--- src/rtl/cpu_pkg.sv ---
// Shared core package: datapath widths and the decoded-control struct used by the
// pipeline registers and hazard logic.
package cpu_pkg;

  localparam int XLEN       = 64;
  localparam int REG_ADDR_W = 5;

  typedef struct packed {
    logic [3:0] alu_op;
    logic       alu_src;
    logic       mem_read;
    logic       mem_write;
    logic       reg_write;
    logic       mem_to_reg;
    logic       branch;
  } ctrl_t;

  localparam int CTRL_W = $bits(ctrl_t);

endpackage

--- src/rtl/id_ex_stage_hazard_detect.sv ---
// Combinational load-use detector: a load in EX whose destination is a source of the
// valid decode instruction. Shared with the IF/ID stall logic.
module hazard_detect #(
  parameter int REG_ADDR_W = 5
) (
  input  logic                  ex_valid,
  input  logic                  ex_mem_read,
  input  logic [REG_ADDR_W-1:0] ex_rd,
  input  logic                  id_valid,
  input  logic [REG_ADDR_W-1:0] id_rs1,
  input  logic [REG_ADDR_W-1:0] id_rs2,
  output logic                  lu
);

  assign lu = ex_valid & ex_mem_read & (ex_rd != '0) & id_valid &
              ((ex_rd == id_rs1) | (ex_rd == id_rs2));

endmodule

--- src/rtl/id_ex_stage.sv ---
// ID/EX pipeline register with load-use stall, branch flush, x0 forcing and stall counter.
// Define WB_BYPASS_EN to forward same-cycle writeback data into the captured operands.
module id_ex_stage #(
  parameter int XLEN        = cpu_pkg::XLEN,
  parameter int REG_ADDR_W  = cpu_pkg::REG_ADDR_W,
  parameter int STALL_CNT_W = 16
) (
  input  logic                      clk,
  input  logic                      reset,
  input  logic                      id_valid,
  output logic                      id_ready,
  input  logic [REG_ADDR_W-1:0]     id_rs1,
  input  logic [REG_ADDR_W-1:0]     id_rs2,
  input  logic [REG_ADDR_W-1:0]     id_rd,
  input  logic [XLEN-1:0]           id_rdata1,
  input  logic [XLEN-1:0]           id_rdata2,
  input  logic [XLEN-1:0]           id_imm,
  input  logic [cpu_pkg::CTRL_W-1:0] id_ctrl,
  input  logic                      wb_regwrite,
  input  logic [REG_ADDR_W-1:0]     wb_rd,
  input  logic [XLEN-1:0]           wb_data,
  input  logic                      ex_flush,
  output logic                      ex_valid,
  output logic [REG_ADDR_W-1:0]     ex_rs1,
  output logic [REG_ADDR_W-1:0]     ex_rs2,
  output logic [REG_ADDR_W-1:0]     ex_rd,
  output logic [XLEN-1:0]           ex_rdata1,
  output logic [XLEN-1:0]           ex_rdata2,
  output logic [XLEN-1:0]           ex_imm,
  output logic [cpu_pkg::CTRL_W-1:0] ex_ctrl,
  output logic [STALL_CNT_W-1:0]    stall_cnt
);

  import cpu_pkg::*;

  ctrl_t                 ex_ctrl_q;
  logic                  lu;

  logic                  nxt_valid;
  logic [REG_ADDR_W-1:0] nxt_rs1, nxt_rs2, nxt_rd;
  logic [XLEN-1:0]       nxt_rdata1, nxt_rdata2, nxt_imm;
  ctrl_t                 nxt_ctrl;
  logic [XLEN-1:0]       op1, op2;

  hazard_detect #(.REG_ADDR_W(REG_ADDR_W)) u_hazard (
    .ex_valid    (ex_valid),
    .ex_mem_read (ex_ctrl_q.mem_read),
    .ex_rd       (ex_rd),
    .id_valid    (id_valid),
    .id_rs1      (id_rs1),
    .id_rs2      (id_rs2),
    .lu          (lu)
  );

  assign id_ready = ~lu | ex_flush;
  assign ex_ctrl  = ex_ctrl_q;

  // x0 always reads zero, even when a writeback targets it.
`ifdef WB_BYPASS_EN
  always_comb begin
    op1 = id_rdata1;
    op2 = id_rdata2;
    if (id_rs1 == '0)
      op1 = '0;
    else if (wb_regwrite && (wb_rd == id_rs1))
      op1 = wb_data;
    if (id_rs2 == '0)
      op2 = '0;
    else if (wb_regwrite && (wb_rd == id_rs2))
      op2 = wb_data;
  end
`else
  logic unused_wb;
  assign unused_wb = ^{wb_regwrite, wb_rd, wb_data};

  always_comb begin
    op1 = (id_rs1 == '0) ? '0 : id_rdata1;
    op2 = (id_rs2 == '0) ? '0 : id_rdata2;
  end
`endif

  // Flush and load-use both fall through to the all-zero bubble.
  always_comb begin
    nxt_valid  = 1'b0;
    nxt_rs1    = '0;
    nxt_rs2    = '0;
    nxt_rd     = '0;
    nxt_rdata1 = '0;
    nxt_rdata2 = '0;
    nxt_imm    = '0;
    nxt_ctrl   = '0;
    if (!ex_flush && !lu && id_valid) begin
      nxt_valid  = 1'b1;
      nxt_rs1    = id_rs1;
      nxt_rs2    = id_rs2;
      nxt_rd     = id_rd;
      nxt_rdata1 = op1;
      nxt_rdata2 = op2;
      nxt_imm    = id_imm;
      nxt_ctrl   = ctrl_t'(id_ctrl);
    end
  end

  always_ff @(posedge clk or negedge reset) begin
    if (!reset) begin
      ex_valid  <= 1'b0;
      ex_rs1    <= '0;
      ex_rs2    <= '0;
      ex_rd     <= '0;
      ex_rdata1 <= '0;
      ex_rdata2 <= '0;
      ex_imm    <= '0;
      ex_ctrl_q <= '0;
      stall_cnt <= '0;
    end else begin
      ex_valid  <= nxt_valid;
      ex_rs1    <= nxt_rs1;
      ex_rs2    <= nxt_rs2;
      ex_rd     <= nxt_rd;
      ex_rdata1 <= nxt_rdata1;
      ex_rdata2 <= nxt_rdata2;
      ex_imm    <= nxt_imm;
      ex_ctrl_q <= nxt_ctrl;
      if (lu && !ex_flush && (stall_cnt != '1))
        stall_cnt <= stall_cnt + STALL_CNT_W'(1);
    end
  end

endmodule

--- config.mk ---
export PLATFORM = sky130hd
export DESIGN_NAME = id_ex_stage
export DESIGN_NICKNAME = d
export VERILOG_FILES = /design/src/rtl/cpu_pkg.sv /design/src/rtl/id_ex_stage_hazard_detect.sv /design/src/rtl/id_ex_stage.sv
export SDC_FILE = /design/constraint.sdc
export NUM_CORES = 1
export LEC_CHECK = 0
export ABC_AREA = 1
export ABC_CLOCK_PERIOD_IN_PS = 2300
export CAP_MARGIN = 20
export CORE_AREA = 2 2 207 209
export DETAILED_ROUTE_END_ITERATION = 10
export DIE_AREA = 0 0 209 211
export PLACE_DENSITY_LB_ADDON = 0.3
export SLEW_MARGIN = 20
export SYNTH_ARGS = -nofsm -noshare
export SYNTH_HDL_FRONTEND = slang
export SYNTH_HIERARCHICAL = 1
export SYNTH_SLANG_ARGS = --single-unit
--- constraint.sdc ---
create_clock -name clk -period 2.3 [get_ports clk]
set_clock_uncertainty 0.05 [all_clocks]
set_input_delay 0.575 -clock clk [delete_from_list [all_inputs] [get_ports clk]]
set_output_delay 0.575 -clock clk [all_outputs]
set_load 0.005 [all_outputs]
## Word-level counts from Yosys, hierarchy flattened

Cells that the tools add are included.

| storage, ports and cells | value |
|---|---|
| flip-flop bits (word level) | 234 |
| bits of input ports | 291 |
| output and inout bits | 235 |
| logic and storage cells | 45 |

| cells by class | value |
|---|---|
| add/sub/neg operators | 1 |
| equal/unequal tests | 3 |
| muxes and demuxes | 10 |
| bitwise gates (word level) | 7 |
| reduce and logical (&&, ||, !) cells | 9 |

Operators by type and width:

| cell | number |
|---|---|
| $mux 64 | 5 |
| $add 16x1->16 const B | 1 |
| $ne 16x16->1 const B | 1 |
| $mux 5 | 3 |
| $eq 5x5->1 | 2 |
| $logic_not 5->1 | 2 |
| $mux 10 | 1 |
| $reduce_bool 5->1 | 1 |
| $and 1x1->1 | 4 |
| $logic_and 1x1->1 | 4 |
| $logic_not 1->1 | 2 |
| $or 1x1->1 | 2 |
| $mux 1 | 1 |
| $not 1->1 | 1 |

## Depth between registers and ports, before layout

| depth | value |
|---|---|
| depth after elaboration | 8 |
| mapped depth | 13 |
| gate-level depth less buffers | 12 |

## By module

Netlist, hierarchy kept.

By module, submodules not included:

| module | instances | cells each | area an instance (um^2) | sequential area each (um^2) |
|---|---|---|---|---|
| id_ex_stage | 1 | 849 | 8,319.2 | 5,855.6 |
| hazard_detect | 1 | 45 | 198.9 | 0.0 |

## Least setup slack after synthesis

Ideal clock, no wire load.

| timing | value |
|---|---|
| kind | input -> output |
| start | input id_rs1[1] |
| end | output id_ready |
| arrival time | 1,297 ps |
| slack | 378 ps |
| cell stages on the path | 7 |
| path buffers | 0 |
| path through | xor2_1 > nor2_1 > nand3_1 > a21oi_2 > inv_2 > nor2_2 > inv_1 |

| on the way | value |
|---|---|
| word-level cells in the longest chain between the ends | 5 |

Ends and longest elaborated chain:

| item | RTL line | source |
|---|---|---|
| start, declared | id_ex_stage.sv:12 | `input logic [REG_ADDR_W-1:0] id_rs1,` |
| $eq 5x5->1 | id_ex_stage_hazard_detect.sv:16 | `((ex_rd == id_rs1) \| (ex_rd == id_rs2));` |
| $or 1x1->1 | id_ex_stage_hazard_detect.sv:16 |  |
| $and 1x1->1 | id_ex_stage_hazard_detect.sv:15 | `assign lu = ex_valid & ex_mem_read & (ex_rd != '0) & id_valid &` |
| named net lu | id_ex_stage.sv:37 | `logic lu;` |
| $not 1->1 | id_ex_stage.sv:55 | `assign id_ready = ~lu \| ex_flush;` |
| $or 1x1->1 | id_ex_stage.sv:55 |  |
| end, declared | id_ex_stage.sv:11 | `output logic id_ready,` |

The timed path passes the listed nets, and every way through them passes these cells.

## Final worst setup path

| timing | value |
|---|---|
| start | input id_rs2[2] |
| end | output id_ready |

| on the way | value |
|---|---|
| word-level cells in the longest chain between the ends | 5 |

Ends and longest elaborated chain:

| item | RTL line | source |
|---|---|---|
| start, declared | id_ex_stage.sv:13 | `input logic [REG_ADDR_W-1:0] id_rs2,` |
| $eq 5x5->1 | id_ex_stage_hazard_detect.sv:16 |  |
| $or 1x1->1 | id_ex_stage_hazard_detect.sv:16 |  |
| $and 1x1->1 | id_ex_stage_hazard_detect.sv:15 |  |
| named net lu | id_ex_stage.sv:37 |  |
| $not 1->1 | id_ex_stage.sv:55 |  |
| $or 1x1->1 | id_ex_stage.sv:55 |  |

The timed path passes the listed nets, and every way through them passes these cells.

==> summary.md <==
| Metric | Value |
|---|---|
| Status | complete, but fails checks |
| Relative max-transition margin | 67.32% |
| Area after DPL | 14020 sq um |
| Initial DRC count | 377 |
| Worst-Margin Slew | 0.4884 ns |
| Share of the clock period used by the worst path | 114.2% |
| R2R setup slack | 0.14 ns |
| Max-Cap Viols | 0 |
| Global-route usage over all layers | 13.37% |
| RSZ-0062 raised after global routing | yes |
| Vias in the first global route | 7753 |
| Yosys Warn Count | 6 |
| Initial antenna violation count | 5 |
| Starting Density | 20.40% |
| Setup crit end kind | primary output |
| Clock Latency Late Sink | 0.55 ns |
| Htree depth | 1 |
| Peak supply drop | 0.5187 mV |
| Syn Area/Cell | 9.528 sq um |
| Hold Path Class | input pin to asynchronous set/reset pin |
| # IOs | 526 |
| Leading cell types in the layout, fill and taps excluded | clkdlybuf4s50_1 (449), nor2_1 (234), dfrtp_1 (231) |
| Fmax achieved | 380.8 MHz |
| PwrDens | 658.2 nW/um^2 |
| Synth Net Count | 1186 |
| FF/Latch Area | 5859 sq um |
| CTS Buf Count | 28 |
| Failing checks | negative setup slack |
| Chip Height | 211 microns |
| Reg2reg start | ex_rd[1]$_DFF_PN0_ |
| Die area | 44100 sq um |
| Gr ovfl total | 0 |
| CP startpoint kind | input pin |
| Crit path max fanout | 4 |
| Core area | 41760 sq um |
| Syn-to-layout area delta | 81.39% |
| Mapped Cells | 894 |
| Post-synthesis register bit count | 234 |
| Clk sinks | 234 |
| Sequential area share after synthesis | 68.74% |
| Hold Vio Cnt, Final | 0 |
| Share of layout cells above drive strength 1 | 9.584% |
| Commonest non-fill, non-tap cell in the layout | clkdlybuf4s50_1 |
| Pleak | 7.264 nW |
| Clock Tree Buf Depth | 3 |
| Wire per inst | 16.34 microns |
| Worst EP arrival | 2.00 ns |
| Post-route ant nets | 0 |
| Vias per cell | 3.834 |
| Multi-input logic area | 2120 sq um |
| Yosys cell types | 22 |
| Setup-failing EPs final | 1 |
| First-pass GRT wire length | 45.52 mm |
| Number of detailed-route iterations in the first pass | 4 |
| CTS tree | yes |
| Clk pin slew, worst setup/hold paths | 0.05 ns |
| Num rows | 75 |
| I/O Buffers | 455 |
| Syn Std Cell Area | 8518 sq um |
| Placer congestion estimate | 0.8041 |
| Final setup margin | -0.3262 ns |
| Die W | 209 microns |
| Largest net degree at the start of global routing | 65 |
| Cell area after layout | 15450 sq um |
| Fillcell total | 4216 |
| Slew Limit Fails | 0 |
| Critical path required time | 1.67 ns |
| Hpwl dp | 22.38 mm |
| Post-layout min period | 2.626 ns |
| DRC | 0 |
| Drt total wl | 32.01 mm |
| R2R cell count | 15 |
| WS Path Type | input pin to primary output |
| Root Driver | clkbuf_16 |
| RR Endpoint | ex_rdata2[28]$_DFF_PN0_ |
| Nets | 1693 |
| Vias | 7510 |
| Setup TNS Final | -0.3262 ns |
-- layer usage --
layer	wire, microns	part of all wire, %	vias up	global-route usage, %
met3	2590	8.1	45	4.579
met5	49	0.15	-	0
met1	12350	39	3541	15.21
met2	16270	51	293	23.36
li1	-	-	3623	-
met4	747	2.3	8	4.680
-- flip-flops by register name, indices dropped and copies added (netlist names) --
register   flops
ex_valid       1
ex_rd          5
ex_rs2         5
ex_ctrl       10
ex_rdata1     64
ex_rs1         5
ex_rdata2     64
ex_imm        64
stall_cnt     16
-- logic make-up after synthesis --
logic type | after synthesis | synth area share [%]
AOI/OAI and AO/OA | 6 | 0.5289
xor gates and xnor gates | 9 | 0.9254
adders and majority gates | 1 | 0.1469
buffers and inverters | 155 | 7.168
DFF | 234 | 68.74
and+or+nand+nor | 489 | 22.49
-- power breakdown --
| part | internal (mW) | switching [mW] | leakage [nW] |
|---|---|---|---|
| Clock | 2.89 | 1.75 | 0.468 |
| Sequential | 4.27 | 0.0463 | 3.15 |
| Combinational | 0.750 | 0.470 | 3.64 |
| Total | 7.91 | 2.26 | 7.26 |
-- critical path, stage by stage --
cell and delay, ns:
clkdlybuf4s50_1 0.58, inv_1 0.06, nand2_1 0.06, nand2_1 0.04, nor2_1 0.11, nand3_2 0.11
a21oi_2 0.15, inv_2 0.07, nor2_4 0.09, inv_2 0.05, buf_6 0.11
-- repair_timing --
item,4_1_cts,5_1_grt
endpoints found under the hold margin,31,0
gates cloned,0,12
hold buffers,1,0
pin swaps,4,9
setup endpoints to repair,6,61
resized for setup,15,30
setup buffers,6,5
-- final cells by class --
class,count,area share [%]
Inverter,117,2.923
Clock inverter,9,0.9960
Tap cell,539,4.365
Sequential cell,234,37.92
Clock buffer,39,5.264
Antenna cell,1,0.01620
Timing Repair Buffer,513,34.63
Timing Repair inverter,2,0.1620
Multi-Input combinational cell,505,13.72
-- worst max-delay path by stage --
stage | start | endpoint | slack (ns) | cells past startpoint
3_5_place_dp | id_rs2[2] | id_ready | -0.76 | 11
2_1_floorplan | id_rs1[1] | id_ready | 0.38 | 7
4_1_cts | ex_rd[1]$_DFF_PN0_ | id_ready | -0.54 | 9
5_1_grt | ex_rd[1]$_DFF_PN0_ | id_ready | -0.46 | 11
6_report | id_rs2[2] | id_ready | -0.33 | 11
3_3_place_gp | id_rs2[2] | id_ready | -0.75 | 11
-- metrics by stage --
stage               worst slack [ns]  hold WS, ns  instances  utilization (%)  power, mW
finish                       -0.3262       0.4749       1959            37.00      10.17
global route                 -0.4600       0.4586       1959            37.00      10.62
CTS                          -0.5367       0.4412       1941            36.05      10.31
detailed placement           -0.7565       0.4512       1886            33.56      5.539
global placement             -0.7454       0.4520       1886            33.56      5.532
floorplan                     0.3776       0.2294        894                -      4.609
-- cells in the mapped netlist --
master | n | share of area (%)
nor2_1 | 243 | 11
dfrtp_1 | 234 | 69
nand2_1 | 217 | 9.6
inv_1 | 113 | 5.0
clkbuf_1 | 20 | 0.88
buf_2 | 17 | 1.0
nand3_1 | 13 | 0.76
nand4_1 | 8 | 0.59
xnor2_1 | 8 | 0.82
inv_2 | 4 | 0.18
nand2_2 | 3 | 0.22
nor3_2 | 2 | 0.24
o21ai_0 | 2 | 0.12
o21ai_1 | 2 | 0.12
a21oi_2 | 1 | 0.10
buf_6 | 1 | 0.13
ha_1 | 1 | 0.15
nand3_4 | 1 | 0.21
nor2_2 | 1 | 0.073
nor2_4 | 1 | 0.13
o21ai_4 | 1 | 0.19
xor2_1 | 1 | 0.10
(Power assumes the default switching activity.)
